--- config.mk ---
export PLATFORM = sky130hd
export DESIGN_NAME = fp_decode
export DESIGN_NICKNAME = d
export VERILOG_FILES = /design/src/rtl/fp_decode.sv
export SDC_FILE = /design/constraint.sdc
export NUM_CORES = 1
export LEC_CHECK = 0
export CAP_MARGIN = 10
export CORE_AREA = 8 8 82 84
export DETAILED_ROUTE_END_ITERATION = 10
export DIE_AREA = 0 0 90 92
export SYNTH_ARGS = -nofsm -noshare
export SYNTH_HDL_FRONTEND = slang
export SYNTH_SLANG_ARGS = --single-unit
--- constraint.sdc ---
create_clock -name clk -period 3.7 [get_ports clk]
set_clock_uncertainty 0.15 [all_clocks]
set_input_delay 0.555 -clock clk [delete_from_list [all_inputs] [get_ports clk]]
set_output_delay 0.555 -clock clk [all_outputs]
set_load 0.02 [all_outputs]
--- src/rtl/fp_decode.sv ---
// ---------------------------------------------------------------------------
// fp_decode
//   Converts an 8-bit mini-float code into a 12-bit two's-complement linear
//   value. The significand is shifted left one bit per cycle, so a conversion
//   takes E+2 cycles from accept to out_valid. The result is held until the
//   sink takes it.
//
//   Code layout: [7] sign S, [6:4] exponent E, [3:0] significand F.
//   Value: (F << E) as an 11-bit magnitude, negated when S=1.
//   Code 0x80 decodes to 0x800 when NEG_ZERO_AS_MIN=1, otherwise to 0x000.
//
// Handshake: a transfer happens on a rising edge where valid and ready are
//   both high. in_ready is high only in IDLE. Once out_valid rises, it and
//   out_linear stay stable until the edge where out_ready is sampled high.
//
// Ports
//   clk        in   clock, rising edge
//   rst_n      in   synchronous active-low reset
//   in_valid   in   in_float holds a code
//   in_ready   out  block can accept a code (state == IDLE)
//   in_float   in   8-bit float code
//   out_valid  out  out_linear holds a decoded result
//   out_ready  in   sink accepts out_linear
//   out_linear out  12-bit two's-complement result
//   busy       out  high in every state except IDLE
//   dbg_state  out  current FSM state (0 IDLE, 1 SHIFT, 2 NEG, 3 HOLD)
// ---------------------------------------------------------------------------
module fp_decode #(
    parameter bit NEG_ZERO_AS_MIN = 1'b0
) (
    input  logic        clk,
    input  logic        rst_n,
    input  logic        in_valid,
    output logic        in_ready,
    input  logic [7:0]  in_float,
    output logic        out_valid,
    input  logic        out_ready,
    output logic [11:0] out_linear,
    output logic        busy,
    output logic [1:0]  dbg_state
);

    typedef enum logic [1:0] {
        IDLE  = 2'd0,
        SHIFT = 2'd1,
        NEG   = 2'd2,
        HOLD  = 2'd3
    } state_e;

    state_e      state_q, state_d;
    logic [2:0]  cnt_q, cnt_d;
    logic [10:0] mag_q, mag_d;
    logic        sign_q, sign_d;
    logic        is_min_q, is_min_d;   // captured code was exactly 0x80
    logic        out_valid_q, out_valid_d;
    logic [11:0] out_linear_q, out_linear_d;

    logic [11:0] mag_ext;
    logic [11:0] signed_val;

    // The magnitude never exceeds 1920, so the 12-bit negation cannot wrap.
    always_comb begin
        mag_ext = {1'b0, mag_q};
        if (NEG_ZERO_AS_MIN && is_min_q) begin
            signed_val = 12'h800;
        end else if (sign_q) begin
            signed_val = ~mag_ext + 12'd1;
        end else begin
            signed_val = mag_ext;
        end
    end

    always_comb begin
        state_d      = state_q;
        cnt_d        = cnt_q;
        mag_d        = mag_q;
        sign_d       = sign_q;
        is_min_d     = is_min_q;
        out_valid_d  = out_valid_q;
        out_linear_d = out_linear_q;

        case (state_q)
            IDLE: begin
                if (in_valid) begin
                    sign_d   = in_float[7];
                    cnt_d    = in_float[6:4];
                    mag_d    = {7'b0, in_float[3:0]};
                    is_min_d = (in_float == 8'h80);
                    state_d  = SHIFT;
                end
            end
            SHIFT: begin
                // One extra cycle with cnt==0 makes SHIFT last E+1 cycles.
                if (cnt_q != 3'd0) begin
                    mag_d = mag_q << 1;
                    cnt_d = cnt_q - 3'd1;
                end else begin
                    state_d = NEG;
                end
            end
            NEG: begin
                out_linear_d = signed_val;
                out_valid_d  = 1'b1;
                state_d      = HOLD;
            end
            HOLD: begin
                // out_linear keeps its value after the handshake.
                if (out_ready) begin
                    out_valid_d = 1'b0;
                    state_d     = IDLE;
                end
            end
            default: begin
                state_d = IDLE;
            end
        endcase
    end

    always_ff @(posedge clk) begin
        if (!rst_n) begin
            state_q      <= IDLE;
            cnt_q        <= 3'd0;
            mag_q        <= 11'd0;
            sign_q       <= 1'b0;
            is_min_q     <= 1'b0;
            out_valid_q  <= 1'b0;
            out_linear_q <= 12'h000;
        end else begin
            state_q      <= state_d;
            cnt_q        <= cnt_d;
            mag_q        <= mag_d;
            sign_q       <= sign_d;
            is_min_q     <= is_min_d;
            out_valid_q  <= out_valid_d;
            out_linear_q <= out_linear_d;
        end
    end

    assign in_ready   = (state_q == IDLE);
    assign busy       = (state_q != IDLE);
    assign out_valid  = out_valid_q;
    assign out_linear = out_linear_q;
    assign dbg_state  = state_q;

endmodule

==> tab_implementation.tex, run 1 <==
\begin{tabular}{lr}
\hline
Metric & Value \\
\hline
\multicolumn{2}{l}{\textbf{Floorplan}} \\
Height of the die & 92 um \\
Total I/O pin count & 29 \\
Die outline width & 90 um \\
Core Area & 5405 um\^{}2 \\
Die Outline Area & 8280 um\^{}2 \\
Initial core utilization & 0.3227 \\
Row Count & 27 \\
\multicolumn{2}{l}{\textbf{Logic synthesis}} \\
Post-synthesis adder-cell area fraction & 0.05739 \\
Yosys Warn Count & 0 \\
Count of distinct cell types in the synthesized netlist & 50 \\
Dominant combinational cell family by area after synthesis & compound AO/OA/AOI/OAI gates \\
Number of cells produced by synthesis & 204 \\
Proportion of synthesized area in mux cells & 0.05237 \\
Post-synthesis share of cell area spent on xor and xnor gates & 0.005022 \\
Total nets after synthesis & 224 \\
Top FF cell, synth & sky130\_fd\_sc\_hd\_\_dfxtp\_1 \\
Synth Register Bits & 30 \\
Number of flops mapped to enable cells by yosys & 0 \\
Post-synthesis instance area & 1744 um\^{}2 \\
Post-synthesis sequential area ratio & 0.3443 \\
Complex-gate fraction of the synthesized area & 0.2496 \\
Synth Area in Simple Gates & 0.2188 \\
Synthesized area per cell & 8.550 um\^{}2 \\
Fraction of registers with async set/reset & 0 \\
\multicolumn{2}{l}{\textbf{Setup path}} \\
Type of element capturing the critical path & flop \\
CP cell instances & inv\_1 -> ha\_1 -> nor2\_1 -> nor3\_1 -> a211oi\_1 \\
Buf/Inv on CP & 1 \\
Cell family contributing the most delay on the critical path & simple AND/OR/NAND/NOR gates \\
Startpoint Class & flop \\
Depth of the most critical reg-to-reg path & 5 \\
Slowest cell on the critical path & sky130\_fd\_sc\_hd\_\_ha\_1 \\
Worst setup path category & flop to flop \\
Depth of the critical timing path with buffers and inverters included & 5 \\
Largest stage delay, worst path & 680 ps \\
Critical path peak fanout & 20 \\
Critical path required time & 3680 ps \\
Data arrival time of the critical path & 2570 ps \\
\multicolumn{2}{l}{\textbf{Drt}} \\
Final ANT Viol Nets & 0 \\
Remaining routing DRC violations & 0 \\
Pre-Repair DR Iteration Count & 4 \\
Routed wire length & 4465 um \\
DRC violation total after the first TritonRoute iteration & 100 \\
Via/cell ratio & 5.395 \\
Final routed wire length divided by cell count & 15.19 um \\
Overall via count from detail\_route & 1586 \\
\multicolumn{2}{l}{\textbf{Pwr}} \\
Max rail drop VDD & 0.3210 mV \\
LEAKAGE & 0.7698 nW \\
P per Cell Area & 723.5 nW/um\^{}2 \\
\multicolumn{2}{l}{\textbf{CTS}} \\
Level count of the clock H-tree & 2 \\
Number of clock sinks & 30 \\
Clock latency on the worst-skew pair & 280 ps \\
TritonCTS clock tree & done \\
Clock slew at reported path FFs & 70 ps \\
Clock root buffer & sky130\_fd\_sc\_hd\_\_clkbuf\_8 \\
Buffer count from post-CTS setup fixing & 0 \\
Resize count post-CTS & 0 \\
Inserted Clock Buffers & 5 \\
Hold-fix buffers at CTS & 0 \\
Max clock buf depth & 2 \\
\multicolumn{2}{l}{\textbf{Layout}} \\
Area taken by multi-input logic gates & 1017 um\^{}2 \\
Antenna diode count & 0 \\
Filler Cell Count & 585 \\
Fraction of final layout cells with drive strength greater than 1 & 0.07658 \\
Register area & 600.6 um\^{}2 \\
Area Growth Syn to Fin & 23.74\% \\
Final \#Nets & 241 \\
\multicolumn{2}{l}{\textbf{Flow run}} \\
Max capacitance violation total & 0 \\
\multicolumn{2}{l}{\textbf{GRT}} \\
Initial antenna violation count & 0 \\
Pin count of the biggest net entering global routing & 30 \\
Number of global-route vias before repair & 1588 \\
GRT Residual Overflow & 0 \\
Global-route wire length before repair & 7817 um \\
Overall global routing resource usage & 0.1130 \\
\multicolumn{2}{l}{\textbf{Placed design}} \\
Placed wire-length estimate & 3016 um \\
Count of buffers from port buffering & 28 \\
Final GP Congestion & 0.7702 \\
\multicolumn{2}{l}{\textbf{Worst hold path}} \\
Hold WC Path Type & flop to flop \\
Number of instances on the worst hold path & 2 \\
\multicolumn{2}{l}{\textbf{STA}} \\
Max frequency & 0.3862 GHz \\
Actual slew at the worst max-slew pin & 946.2 ps \\
Max-slew violation total from the final report & 0 \\
RSZ-0062 raised after global routing & no \\
Count of endpoints failing hold in the final timing report & 0 \\
Final worst-path cycle share & 0.6999 \\
Smallest hold slack & 348.9 ps \\
Setup-failing EPs final & 0 \\
Total negative slack for setup checks & 0 ps \\
Minimum clock period after layout & 2589 ps \\
Worst rel slew slack & 0.3692 \\
\multicolumn{2}{l}{\textbf{Status}} \\
Result of the run & finished clean \\
\hline
\end{tabular}
-- registers in the layout, summed over array words and instances, names as in the netlist --
signal	count
out_linear	12
mag_q	11
cnt_q	3
dbg_state	2
out_valid	1
sign_q	1
-- placed cells by master, fill, tap and decap left out, types with 2 or more instances in the layout --
| cell | n |
|---|---|
| sky130_fd_sc_hd__dfxtp_1 | 30 |
| sky130_fd_sc_hd__clkdlybuf4s50_1 | 28 |
| sky130_fd_sc_hd__inv_1 | 14 |
| sky130_fd_sc_hd__a21oi_1 | 13 |
| sky130_fd_sc_hd__o31ai_1 | 9 |
| sky130_fd_sc_hd__nand4_1 | 9 |
| sky130_fd_sc_hd__mux2i_1 | 8 |
| sky130_fd_sc_hd__nor2_1 | 8 |
| sky130_fd_sc_hd__a31oi_1 | 8 |
| sky130_fd_sc_hd__ha_1 | 8 |
| sky130_fd_sc_hd__clkbuf_8 | 8 |
| sky130_fd_sc_hd__nand2_1 | 7 |
| sky130_fd_sc_hd__a211oi_1 | 6 |
| sky130_fd_sc_hd__nand2b_1 | 6 |
| sky130_fd_sc_hd__nand3_1 | 6 |
| sky130_fd_sc_hd__nand3b_1 | 4 |
| sky130_fd_sc_hd__o21ai_0 | 4 |
| sky130_fd_sc_hd__and3_1 | 3 |
| sky130_fd_sc_hd__a2bb2oi_1 | 2 |
| sky130_fd_sc_hd__nor4_1 | 2 |
| sky130_fd_sc_hd__nor3_1 | 2 |
| sky130_fd_sc_hd__a31o_2 | 2 |
| sky130_fd_sc_hd__nand4b_1 | 2 |
| sky130_fd_sc_hd__and3b_1 | 2 |
| sky130_fd_sc_hd__o311ai_0 | 2 |
| sky130_fd_sc_hd__o211ai_1 | 2 |
| sky130_fd_sc_hd__a311o_1 | 2 |
| sky130_fd_sc_hd__a2111oi_0 | 2 |
| sky130_fd_sc_hd__or3_1 | 2 |
-- report_power, final --
group	total, mW	switching, mW	internal [mW]
clock network	0.316	0.128	0.188
logic	0.778	0.465	0.313
registers	0.468	0.0776	0.390
-- cell type report --
| type | count | share of cell area |
|---|---|---|
| clock buffers | 8 | 0.05101 |
| inverters | 14 | 0.02435 |
| multi-input cells | 141 | 0.4713 |
| flip-flops and latches | 30 | 0.2783 |
| well taps | 72 | 0.04174 |
| repair buffers | 29 | 0.1333 |
-- tightest hold or removal path, delay by kind of cell, from the launching register on --
kind | cells | cell delay (ps)
AOI/OAI and AO/OA | 1 | 50
DFF | 1 | 310
and+or+nand+nor | 1 | 90
-- cell families (layout without fill, tap and decap cells) --
group	count (synthesis)	count (layout)
AO/OA/AOI/OAI	61	61
AND/OR/NAND/NOR	62	62
XOR/XNOR	1	1
buffers and inverters	33	51
multiplexers	9	9
adder cells (fa/ha/maj)	8	8
flip-flops	30	30
-- Yosys cell counts (4+ instances only) --
library cell | instances | area share
sky130_fd_sc_hd__a21oi_1 | 13 | 0.037
sky130_fd_sc_hd__dfxtp_1 | 30 | 0.34
sky130_fd_sc_hd__nor2_1 | 8 | 0.017
sky130_fd_sc_hd__nand3b_1 | 4 | 0.017
sky130_fd_sc_hd__mux2i_1 | 8 | 0.046
sky130_fd_sc_hd__nand2_1 | 7 | 0.015
sky130_fd_sc_hd__ha_1 | 8 | 0.057
sky130_fd_sc_hd__a31oi_1 | 8 | 0.029
sky130_fd_sc_hd__a211oi_1 | 6 | 0.026
sky130_fd_sc_hd__clkbuf_1 | 15 | 0.032
sky130_fd_sc_hd__nand4_1 | 9 | 0.032
sky130_fd_sc_hd__o31ai_1 | 9 | 0.039
sky130_fd_sc_hd__nand3_1 | 6 | 0.017
sky130_fd_sc_hd__inv_1 | 14 | 0.030
sky130_fd_sc_hd__nand2b_1 | 6 | 0.022
sky130_fd_sc_hd__o21ai_0 | 4 | 0.011
-- per-layer routing --
metal,vias up,part of all wire,GRT usage,wire [um]
li1,808,-,-,-
met1,745,0.50,0.1371,2216
met2,25,0.45,0.1773,1997
met3,8,0.040,0.03749,178
met4,0,0.016,0.05270,73
met5,-,0,0,0
-- final timing paths --
kind                                            startpoint                          to  slack (ps)
worst min-delay path            out_linear[2]$_SDFFE_PN0P_  out_linear[2]$_SDFFE_PN0P_         350
worst max register to register   dbg_state[1]$_SDFFE_PN0P_       mag_q[2]$_SDFFE_PN0P_        1110
worst max-delay path             dbg_state[1]$_SDFFE_PN0P_       mag_q[2]$_SDFFE_PN0P_        1110
worst min register to register  out_linear[2]$_SDFFE_PN0P_  out_linear[2]$_SDFFE_PN0P_         350
-- stage by stage --
stage / utilization / total power [mW] / setup slack, ps / cell area (um^2) / instances
floorplan: - / 1.025 / 1564 / 1744 / 204
global placement: 0.3789 / 1.247 / 1130 / 2048 / 286
detailed placement: 0.3789 / 1.248 / 1062 / 2048 / 286
CTS: 0.3993 / 1.573 / 1141 / 2158 / 294
global route: 0.3993 / 1.684 / 862.8 / 2158 / 294
finish: 0.3993 / 1.561 / 1111 / 2158 / 294
No activity file was read; power rests on OpenSTA's default activity.
==> inputs of run 2 (changes only) <==
Clock period 3.7 ns to 2.7 ns, I/O delays scaled along.
==> tab_implementation.tex, run 2 (synthesis results as in run 1) <==
\begin{tabular}{lr}
\hline
Metric & Value \\
\hline
\multicolumn{2}{l}{\textbf{Status}} \\
Result of the run & finished clean (unchanged) \\
\multicolumn{2}{l}{\textbf{Floorplan}} \\
Height of the die & 92 um (unchanged) \\
Die Outline Area & 8280 um\^{}2 (unchanged) \\
Core Area & 5405 um\^{}2 (unchanged) \\
Row Count & 27 (unchanged) \\
Die outline width & 90 um (unchanged) \\
Total I/O pin count & 29 (unchanged) \\
Initial core utilization & 0.3227 (unchanged) \\
\multicolumn{2}{l}{\textbf{Setup path}} \\
CP cell instances & inv\_1 -> ha\_1 -> inv\_1 -> clkdlybuf4s50\_1 (was inv\_1 -> ha\_1 -> nor2\_1 -> nor3\_1 -> a211oi\_1) \\
Cell repeated most along the worst path & sky130\_fd\_sc\_hd\_\_inv\_1 \\
Largest stage delay, worst path & 600 ps (was 680 ps) \\
Data arrival time of the critical path & 1770 ps (was 2570 ps) \\
Startpoint Class & flop (unchanged) \\
Slowest cell on the critical path & sky130\_fd\_sc\_hd\_\_clkdlybuf4s50\_1 (was sky130\_fd\_sc\_hd\_\_ha\_1) \\
Worst setup path category & flop to output pin (was flop to flop) \\
Type of element capturing the critical path & output pin (was flop) \\
Critical path peak fanout & 8 (was 20) \\
Critical path required time & 2140 ps (was 3680 ps) \\
\multicolumn{2}{l}{\textbf{Layout}} \\
Area Growth Syn to Fin & 27.40\% (was 23.74\%) \\
Fin area & 2222 um\^{}2 (was 2158 um\^{}2) \\
Max reg flops & 12 (unchanged) \\
Commonest cells after routing, fill and taps aside & sky130\_fd\_sc\_hd\_\_dfxtp\_1, sky130\_fd\_sc\_hd\_\_clkdlybuf4s50\_1, sky130\_fd\_sc\_hd\_\_inv\_1 (unchanged) \\
Fraction of final layout cells with drive strength greater than 1 & 0.1159 (was 0.07658) \\
Final \#Nets & 252 (was 241) \\
Most common cell after layout, fill and taps aside & sky130\_fd\_sc\_hd\_\_dfxtp\_1 (unchanged) \\
Fraction of the core area covered by cells at the end of the flow & 0.4111 (was 0.3993) \\
Antenna diode count & 0 (unchanged) \\
Filler Cell Count & 567 (was 585) \\
\multicolumn{2}{l}{\textbf{Placed design}} \\
Post-place instance area & 2131 um\^{}2 (was 2048 um\^{}2) \\
Post-place setup slack & 662.2 ps (was 1062 ps) \\
Count of buffers from port buffering & 28 (unchanged) \\
Final GP Congestion & 0.7533 (was 0.7702) \\
Placed wire-length estimate & 3155 um (was 3016 um) \\
\multicolumn{2}{l}{\textbf{Drt}} \\
DRC violation total after the first TritonRoute iteration & 128 (was 100) \\
Final ANT Viol Nets & 0 (unchanged) \\
Overall via count from detail\_route & 1599 (was 1586) \\
Final routed wire length divided by cell count & 14.63 um (was 15.19 um) \\
Pre-Repair DR Iteration Count & 4 (unchanged) \\
Remaining routing DRC violations & 0 (unchanged) \\
Via/cell ratio & 5.243 (was 5.395) \\
Routed wire length & 4461 um (was 4465 um) \\
\multicolumn{2}{l}{\textbf{CTS}} \\
Level count of the clock H-tree & 2 (unchanged) \\
Number of clock sinks & 30 (unchanged) \\
Hold-fix buffers at CTS & 0 (unchanged) \\
Clock slew at reported path FFs & 60 ps (was 70 ps) \\
Clock root buffer & sky130\_fd\_sc\_hd\_\_clkbuf\_8 (unchanged) \\
Resize count post-CTS & 0 (unchanged) \\
Inserted Clock Buffers & 5 (unchanged) \\
TritonCTS clock tree & done (unchanged) \\
Max clock buf depth & 2 (unchanged) \\
Clock latency on the worst-skew pair & 280 ps (about the same) \\
Buffer count from post-CTS setup fixing & 0 (unchanged) \\
\multicolumn{2}{l}{\textbf{STA}} \\
Setup-failing EPs final & 0 (unchanged) \\
Minimum clock period after layout & 2324 ps \\
Total negative slack for setup checks & 0 ps (unchanged) \\
Final worst-path cycle share & 0.8607 \\
Worst Setup Slack, final & 376.0 ps (was 1111 ps) \\
Actual slew at the worst max-slew pin & 537.2 ps (was 946.2 ps) \\
Worst rel slew slack & 0.6392 (was 0.3692) \\
RSZ-0062 raised after global routing & no (unchanged) \\
Count of endpoints failing hold in the final timing report & 0 (unchanged) \\
Max frequency & 0.4303 GHz \\
Smallest hold slack & 343.1 ps (was 348.9 ps) \\
Max-slew violation total from the final report & 0 (unchanged) \\
\multicolumn{2}{l}{\textbf{GRT}} \\
GRT Residual Overflow & 0 (unchanged) \\
Overall global routing resource usage & 0.1157 (was 0.1130) \\
Pin count of the biggest net entering global routing & 21 (was 30) \\
Global-route wire length before repair & 8010 um (was 7817 um) \\
Met1 demand-to-capacity share in global routing & 0.1466 (was 0.1371) \\
GR Util met3 & 0.03015 (was 0.03749) \\
GR peak layer & met2 (unchanged) \\
Initial antenna violation count & 0 (unchanged) \\
Met2 track utilization from global routing & 0.1816 (was 0.1773) \\
Number of global-route vias before repair & 1657 (was 1588) \\
\multicolumn{2}{l}{\textbf{Pwr}} \\
LEAKAGE & 0.8164 nW (was 0.7698 nW) \\
Net switching fraction of the power & 0.4267 (was 0.4293) \\
P per Cell Area & 982.9 nW/um\^{}2 (was 723.5 nW/um\^{}2) \\
Internal cell power & 1.252 mW (was 891.1 uW) \\
Clock power share & 0.173 (was 0.202) \\
Sequential power share & 0.285 (was 0.300) \\
Net switching power & 932.0 uW (was 670.4 uW) \\
Max rail drop VDD & 0.8263 mV (was 0.3210 mV) \\
Comb pwr share & 0.542 (was 0.498) \\
\multicolumn{2}{l}{\textbf{Flow run}} \\
Max capacitance violation total & 0 (unchanged) \\
\multicolumn{2}{l}{\textbf{Worst hold path}} \\
Hold WC Path Type & flop to flop (unchanged) \\
\hline
\end{tabular}
==> run 2: cell types whose count changed in the layout (fill, tap and decap cells not counted), sizes merged <==
cell    change
clkinv      +1
buf        +11
clkbuf      -1
==> run 2: metrics by stage <==
stage | total power [mW] | cells
6_report | 2.184 | 305
5_1_grt | 2.375 | 305
4_1_cts | 2.207 | 305
3_5_place_dp | 1.815 | 297
3_3_place_gp | 1.809 | 297
2_1_floorplan | 1.405 | 204
==> run 2: power by group through the flow <==
stage | registers (mW) | logic, mW | clock network, mW
finish | 0.622 | 1.18 | 0.377
global route | 0.636 | 1.33 | 0.411
CTS | 0.622 | 1.19 | 0.393
detailed placement | 0.630 | 1.18 | 0
global placement | 0.629 | 1.18 | 0
floorplan | 0.662 | 0.743 | 0
==> run 2: worst max-delay path: cells and delay by family, from the launching register on <==
| kind | cells | cell delay (ps) |
|---|---|---|
| buf+inv | 3 | 780 |
| flops | 1 | 410 |
| fa+ha+maj | 1 | 300 |
==> run 2: per-layer routing <==
metal  up-vias  wire (um)
met2        23       1991
met1       739       2250
met4         0         72
met5         -          0
li1        829          -
met3         8        146
==> run 2: path summary, 6_finish.rpt <==
| check | startpoint | to | slack (ps) | cells after the start |
|---|---|---|---|---|
| worst min-delay path | out_linear[0]$_SDFFE_PN0P_ | out_linear[0]$_SDFFE_PN0P_ | 340 | 2 |
| worst max register to register | dbg_state[0]$_SDFFE_PN0P_ | out_linear[7]$_SDFFE_PN0P_ | 680 | 6 |
| worst max-delay path | dbg_state[0]$_SDFFE_PN0P_ | busy | 380 | 4 |
| worst min register to register | out_linear[0]$_SDFFE_PN0P_ | out_linear[0]$_SDFFE_PN0P_ | 340 | 2 |
==> run 2: layout make-up <==
type	count	area [um^2]	area share
multi-input cells	141	1017	0.4578
inverters	14	52.55	0.02365
well taps	72	90.09	0.04054
clock buffers	7	86.33	0.03885
flip-flops and latches	30	600.6	0.2703
repair buffers	40	370.4	0.1667
clock inverters	1	5.005	0.002252
